**config.mk**
```make
export PLATFORM = sky130hd
export DESIGN_NAME = jtag_fifo_shift_out_reader
export DESIGN_NICKNAME = d
export VERILOG_FILES = /design/src/rtl/jtag_fifo_shift_out_reader.sv
export SDC_FILE = /design/constraint.sdc
export NUM_CORES = 1
export LEC_CHECK = 0
export CAP_MARGIN = 20
export CORE_ASPECT_RATIO = 1.2
export CORE_MARGIN = 2
export CORE_UTILIZATION = 48
export CTS_CLUSTER_SIZE = 40
export DETAILED_ROUTE_END_ITERATION = 8
export GPL_TIMING_DRIVEN = 0
export PLACE_DENSITY = 0.75
export SYNTH_ARGS = -nofsm -noshare
export SYNTH_HDL_FRONTEND = slang
export SYNTH_SLANG_ARGS = --single-unit
```
**constraint.sdc**
```tcl
create_clock -name rclk -period 2 [get_ports rclk]
set_input_delay 0.2 -clock rclk [delete_from_list [all_inputs] [get_ports rclk]]
set_output_delay 0.2 -clock rclk [all_outputs]
set_load 0.01 [all_outputs]
```
**src/rtl/jtag_fifo_shift_out_reader.sv**
```systemverilog
// jtag_fifo_shift_out_reader
// Read-side consumer of the JTAG shift-out FIFO. Words are fetched with a
// one-cycle read strobe, parked in a next-word buffer, then moved into a
// shift register that is drained LSB-first onto tdo, one bit per shift_en.
module jtag_fifo_shift_out_reader #(
   parameter int   DATA_WIDTH = 32,
   parameter logic IDLE_BIT   = 1'b0,
   parameter int   CNT_WIDTH  = 16
) (
   input  logic                  rclk,
   input  logic                  rrst_n,
   input  logic                  rempty,
   input  logic [DATA_WIDTH-1:0] rdata,
   output logic                  r_en,
   input  logic                  shift_en,
   input  logic                  flush,
   output logic                  tdo,
   output logic                  tdo_vld,
   output logic                  word_done,
   output logic                  underrun,
   output logic [CNT_WIDTH-1:0]  words_sent
);

   localparam int             BW       = $clog2(DATA_WIDTH);
   localparam logic [BW-1:0]  LAST_BIT = BW'(DATA_WIDTH - 1);

   // Next-word buffer and outstanding-read tracking
   logic [DATA_WIDTH-1:0] r_nbuf;
   logic                  r_nbuf_vld;
   logic                  r_rd_pend;

   // Shift register holding the word currently on tdo
   logic [DATA_WIDTH-1:0] r_sreg;
   logic                  r_sreg_vld;
   logic [BW-1:0]         r_bcnt;

   // Registered status outputs
   logic                  r_word_done;
   logic                  r_underrun;
   logic [CNT_WIDTH-1:0]  r_words_sent;

   logic                  w_fetch;
   logic                  w_shift;
   logic                  w_last;
   logic                  w_load;
   logic [DATA_WIDTH-1:0] w_sreg_shr;

   // Only one word may be in flight or buffered; reset also forces the
   // strobe low so a mid-operation reset cannot pop a word.
   assign w_fetch = rrst_n && !rempty && !r_nbuf_vld && !r_rd_pend && !flush;
   assign r_en    = w_fetch;

   assign w_shift = shift_en && r_sreg_vld;
   assign w_last  = w_shift && (r_bcnt == LAST_BIT);
   // The shift register is free when empty or when its last bit leaves now,
   // which is what gives back-to-back words without an idle bit.
   assign w_load  = r_nbuf_vld && (!r_sreg_vld || w_last);

   // Right shift by one, zero-filling the MSB
   genvar gi;
   generate
      for (gi = 0; gi < DATA_WIDTH; gi++) begin : g_shr
         if (gi == DATA_WIDTH - 1) begin : g_msb
            assign w_sreg_shr[gi] = 1'b0;
         end else begin : g_bit
            assign w_sreg_shr[gi] = r_sreg[gi+1];
         end
      end
   endgenerate

   // Fetch side: mark the read pending, capture rdata one cycle later,
   // release the buffer when its word moves into the shift register
   always_ff @(posedge rclk or negedge rrst_n) begin
      if (!rrst_n) begin
         r_rd_pend  <= 1'b0;
         r_nbuf_vld <= 1'b0;
         r_nbuf     <= '0;
      end else if (flush) begin
         // a pending read's data is simply never captured
         r_rd_pend  <= 1'b0;
         r_nbuf_vld <= 1'b0;
      end else if (w_fetch) begin
         r_rd_pend  <= 1'b1;
      end else if (r_rd_pend) begin
         r_rd_pend  <= 1'b0;
         r_nbuf     <= rdata;
         r_nbuf_vld <= 1'b1;
      end else if (w_load) begin
         r_nbuf_vld <= 1'b0;
      end
   end

   // Shift side: load from the buffer, shift on shift_en, retire on last bit
   always_ff @(posedge rclk or negedge rrst_n) begin
      if (!rrst_n) begin
         r_sreg     <= '0;
         r_sreg_vld <= 1'b0;
         r_bcnt     <= '0;
      end else if (flush) begin
         r_sreg_vld <= 1'b0;
         r_bcnt     <= '0;
      end else if (w_load) begin
         r_sreg     <= r_nbuf;
         r_sreg_vld <= 1'b1;
         r_bcnt     <= '0;
      end else if (w_last) begin
         r_sreg_vld <= 1'b0;
         r_bcnt     <= '0;
      end else if (w_shift) begin
         r_sreg     <= w_sreg_shr;
         r_bcnt     <= r_bcnt + BW'(1);
      end
   end

   // Status: completion pulse, underrun pulse and the wrapping word counter
   always_ff @(posedge rclk or negedge rrst_n) begin
      if (!rrst_n) begin
         r_word_done  <= 1'b0;
         r_underrun   <= 1'b0;
         r_words_sent <= '0;
      end else begin
         r_word_done <= w_last && !flush;
         r_underrun  <= shift_en && !r_sreg_vld;
         if (w_last && !flush) begin
            r_words_sent <= r_words_sent + CNT_WIDTH'(1);
         end
      end
   end

   assign tdo        = r_sreg_vld ? r_sreg[0] : IDLE_BIT;
   assign tdo_vld    = r_sreg_vld;
   assign word_done  = r_word_done;
   assign underrun   = r_underrun;
   assign words_sent = r_words_sent;

endmodule
```
Yosys cells after proc, flatten, opt, wreduce, memory -nomap -nowiden
Index checks and enable logic that the tools add are counted.
{"block": "totals", "output_inout_bits": 21, "word_cells": 55, "regBits": 90}
{"block": "op_classes", "add_sub_neg": 2, "bitwise": 2, "n_mux": 17, "n_eq_ne": 3, "reduce_logical": 22}
{"op": "2-to-1 mux 32 bit", "count": 3}
{"op": "2-to-1 mux 5 bit", "count": 4}
{"op": "adder 16 x 1 -> 16 bit (second input constant)", "count": 1}
{"op": "2-to-1 mux 1 bit", "count": 10}
{"op": "logical AND 1 bit", "count": 9}
{"op": "AND reduction 3 bit", "count": 2}
{"op": "nonzero test 3 bit", "count": 2}
{"op": "adder 5 x 1 -> 5 bit (second input constant)", "count": 1}
{"op": "equality test 5 bit (second input constant)", "count": 1}
{"op": "zero test 1 bit", "count": 5}
{"op": "inequality test 2 x 1 -> 1 bit (second input constant)", "count": 2}
{"op": "nonzero test 4 bit", "count": 1}
{"op": "inverter 1 bit", "count": 2}
{"op": "AND reduction 2 bit", "count": 1}
{"op": "nonzero test 2 bit", "count": 1}
{"op": "logical OR 1 bit", "count": 1}

Longest topological paths before layout
{"block": "depth", "depth_word": 8, "depth_mapped": 9, "ltp_nobuf": 7}

Worst setup path before layout
OpenSTA, ideal clock, no wires.
{"block": "synth_timing", "path_type": "register to register", "startpoint": "reg r_bcnt[0]", "endpoint": "reg r_sreg[0]", "stages_incl_launch_ff": 8, "path_slack_ns": -0.097, "path_buffers": 1, "synth_period_minus_slack_ns": 2.097, "t_arrival_ns": 1.966, "path_cell_list": "dfrtp_1 -> ha_1 -> and3_1 -> ha_1 -> nand2b_1 -> a211oi_4 -> buf_2 -> a31oi_1"}
{"block": "synth_between", "elab_chain_cells": 6, "word_cells_on_any_way": 8, "cone_classes": "2 x eq/ne; 1 x mux; 5 x reduce/logical"}
{"element": "start: declaration", "line": "35", "source": "logic [BW-1:0] r_bcnt;"}
{"element": "start signal: assignment", "line": "111", "source": "r_bcnt <= r_bcnt + BW'(1);"}
{"element": "equality test 5 bit (*)", "line": "54", "source": "assign w_last = w_shift && (r_bcnt == LAST_BIT);"}
{"element": "logical AND 1 bit (*)", "line": "54"}
{"element": "logical OR 1 bit", "line": "57", "source": "assign w_load = r_nbuf_vld && (!r_sreg_vld || w_last);"}
{"element": "logical AND 1 bit", "line": "57"}
{"element": "inequality test 2 x 1 -> 1 bit (no source line) or nonzero test 2 bit (tied branches)"}
{"element": "AND reduction 3 bit (no source line)"}
{"element": "end signal: assignment", "line": "103", "source": "r_sreg <= r_nbuf;"}
{"element": "end signal: assignment", "line": "110", "source": "r_sreg <= w_sreg_shr;"}
{"element": "end: declaration", "line": "33", "source": "logic [DATA_WIDTH-1:0] r_sreg;"}
Every way passes the cells marked *; elsewhere a longest branch is shown, timed or not.
A chain may end at the register's enable or synchronous reset.

Worst setup path after layout
{"block": "layout_timing", "startpoint": "reg r_bcnt[1]", "endpoint": "reg r_sreg[17]"}
Same word-level chain as after synthesis.

==> run metrics <==
status=finished with violations; violated checks=DRC, setup timing; number of H-tree levels=3; total negative setup slack=-0.323 ns; Post-Syn Instances=352; Total Power=roughly 4.6 mW; FF-to-FF Start=r_bcnt[1]$_DFFE_PN0P_; CP arrival=2.26 ns; Max-Cap Viols=0; largest net degree at the start of global routing=31; final setup fails=19; final setup margin=-0.0309 ns; yosys warns=0; die height=slightly above 100 um; total CTS buffers=9; pins over their slew limit=0; clock period minus worst slack=between 2 and 2.5 ns; IO Pins=between 50 and 60; Synth Area in Simple Gates=between 15 and 20%; crit path capture type=flip-flop; diode count=0; largest family of logic cells by synthesized area=simple AND/OR/NAND/NOR gates; Fill cells=between 500 and 600; GPL Wtd Cong=0.779; CTS tree=built; 1st-iter DRT viols=206; Synth Area in XOR/XNOR=under 10%; Mapped Area=a little under 4000 sq um; Port Buffer Count=57; Layout Skew=between 0.009 and 0.01 ns; syn_nets=392; worst hold slack=between 0.2 and 0.3 ns; Total GRT Usage=between 10% and 20%; ys flop type=dfrtp_1; grt ovf=0; critical path class=flip-flop to flip-flop; core area=7750 sq um; Tightest Pin Transition=about 0.29 ns; Synth Area per Inst=about 11 sq um; dpl hpwl=around 5000 um; Net count, final=between 400 and 500; number of global-route vias before repair=about 2,700; Worst Reg-to-Reg Cells=9; required time worst endpoint=between 2 and 2.5 ns; Clock Root Buffer=clkbuf_8; vias=~2,900; DRT antenna net count=0; routed wire length per instance=15.2 um; Synth area leaders=dfrtp_1 (58%), mux2_2 (8.8%), nand2_1 (7.3%); final hold viol count=0; Area growth, synth to finish=36.9%; Synth Register Bits=90; cell taking the most area after synthesis=dfrtp_1; Rows=35; share of cells above drive strength 1=22.6%; Via-to-Cell Ratio=5.33; worst setup path startpoint=r_bcnt[1]$_DFFE_PN0P_; 1st-pass router iterations=6; HP Start=rrst_n; worst r2r dst=r_sreg[17]$_DFFE_PN0P_; Post-synth EDFFs=0; crit path max fanout=6; die width=roughly 86 um; sequential-to-total area share from yosys stat=approximately three fifths; Max Freq=492 MHz; Die Area=between 8000 and 9000 sq um; worst vdd ir=around 0.00053 V; post-synth cell types=36; CP endpoint=r_sreg[17]$_DFFE_PN0P_; Routed WL=just over 8000 um; Synth Area in Adders=less than 1%; Residual DRC=6; Relative slew margins=about four fifths; Worst Hold Class=input port to flip-flop; complex-gate fraction of the synthesized area=under 10%; first-pass GRT wire length=12,400 um; Reg2Reg Setup Slack=-0.03 ns; initial antenna violation count=0; CTS Buffer Depth=2; CTS Sinks=90; fin crit share=102%; Starting Density=around half; RSZ-0062 raised after global routing=yes; crit path launch type=flip-flop; Async SR Flop Fraction=between 90% and 100%; post-synthesis mux area share=about a tenth; Reg clk slew, reported paths=~0.08 ns; Clock Latency Late Sink=between 0.3 and 0.4 ns; Synth top area share=around three fifths; Leak Pwr=approximately 2.3 nW; Power per Cell Area=roughly 870 nW/um^2
worst min-delay path by stage:
| stage | endpoint | slack (ns) | cells past startpoint |
|---|---|---|---|
| floorplan | r_bcnt[0]$_DFFE_PN0P_ | -0.1 | 0 |
| global placement | words_sent[15]$_DFFE_PN0P_ | 0.46 | 1 |
| detailed placement | words_sent[5]$_DFFE_PN0P_ | 0.17 | 1 |
| CTS | r_rd_pend$_DFF_PN0_ | 0.27 | 4 |
| global route | r_rd_pend$_DFF_PN0_ | 0.30 | 4 |
| finish | r_rd_pend$_DFF_PN0_ | 0.29 | 4 |
power by group:
| group | leakage [nW] | switching, mW | internal (mW) | total [mW] |
|---|---|---|---|---|
| sequential | 1.09 | 0.245 | 2.27 | 2.52 |
| combinational | 1.15 | 0.404 | 0.503 | 0.907 |
| clock | 0.0893 | 0.605 | 0.574 | 1.18 |
cells by family after synthesis:
group,after synthesis
simple gates,146
compound gates,42
buf+inv,22
flops,90
xor+xnor,16
mux,33
fa+ha+maj,3
cell usage in the layout (no fill, tap or decap), types with 7 or more instances in the layout:
cell / count
a31oi_1: 29
buf_4: 7
clkbuf_8: 9
clkdlybuf4s50_1: 55
dfrtp_1: 90
mux2_2: 30
nand2_1: 73
nand3_1: 7
nor2_1: 35
xnor2_1: 15
cells in the mapped netlist (all sizes together) (2+ instances only):
master,number
nor2b,3
mux2,32
dfrtp,90
xnor2,15
nand2,75
nand2b,3
buf,18
inv,3
nand4,5
and2,3
a21oi,4
nand3,7
a31oi,32
and4,2
ha,3
nor2,37
nor3,5
o21ai,2
nand4b,2
layout make-up:
class / count / area (sq um) / share of cell area (%)
buffer: 19 / 179 / 3.39
timing repair buffer: 79 / 951 / 18.0
sequential: 90 / 2250 / 42.7
clock buffer: 11 / 131 / 2.49
inverter: 3 / 11.3 / 0.213
clock inverter: 5 / 55.1 / 1.04
multi-input combinational: 240 / 1590 / 30.0
tap: 92 / 115 / 2.18
worst max-delay path, cell delays in order (launching register included):
cell and delay [ns]:
dfrtp_1 0.42, ha_2 0.21, and3_4 0.18, ha_4 0.17
nand2b_4 0.15, a211oi_4 0.28, buf_6 0.16, clkbuf_16 0.15
clkbuf_16 0.13, a31oi_1 0.07
sequential cells by signal, indices dropped and copies added, names as in the netlist:
signal	count
underrun	1
r_nbuf	32
r_sreg	32
r_rd_pend	1
tdo_vld	1
r_bcnt	5
word_done	1
words_sent	16
r_nbuf_vld	1
per-layer routing:
metal | up-vias | GRT usage [%] | wire [um]
met5 | - | 0 | 0
met4 | 0 | 7.57 | 170
met3 | 14 | 2.83 | 316
met2 | 65 | 30.3 | 4130
met1 | 1415 | 23.2 | 3590
li1 | 1378 | - | -
per-stage QoR:
| stage | worst slack (ns) | instance area (sq um) | instances | utilization [%] |
|---|---|---|---|---|
| after floorplan | 0.00257 | 3890 | 352 | - |
| after global placement | -2.93 | 4570 | 501 | 59.0 |
| after detailed placement | -0.305 | 4600 | 502 | 59.3 |
| after CTS | 0.000476 | 4990 | 529 | 64.4 |
| after global routing | -0.0962 | 5280 | 539 | 68.1 |
| final | -0.0309 | 5280 | 539 | 68.1 |
what timing repair did:
| action | CTS | global route |
|---|---|---|
| setup endpoints to repair | 44 | 42 |
| pin swaps | 1 | 2 |
| resized for setup | 9 | 23 |
| hold endpoints to repair | 30 | 0 |
| gates cloned | 1 | 6 |
| hold buffers | 6 | 0 |
| buffers inserted | 4 | 4 |
(Power assumes the default switching activity.)
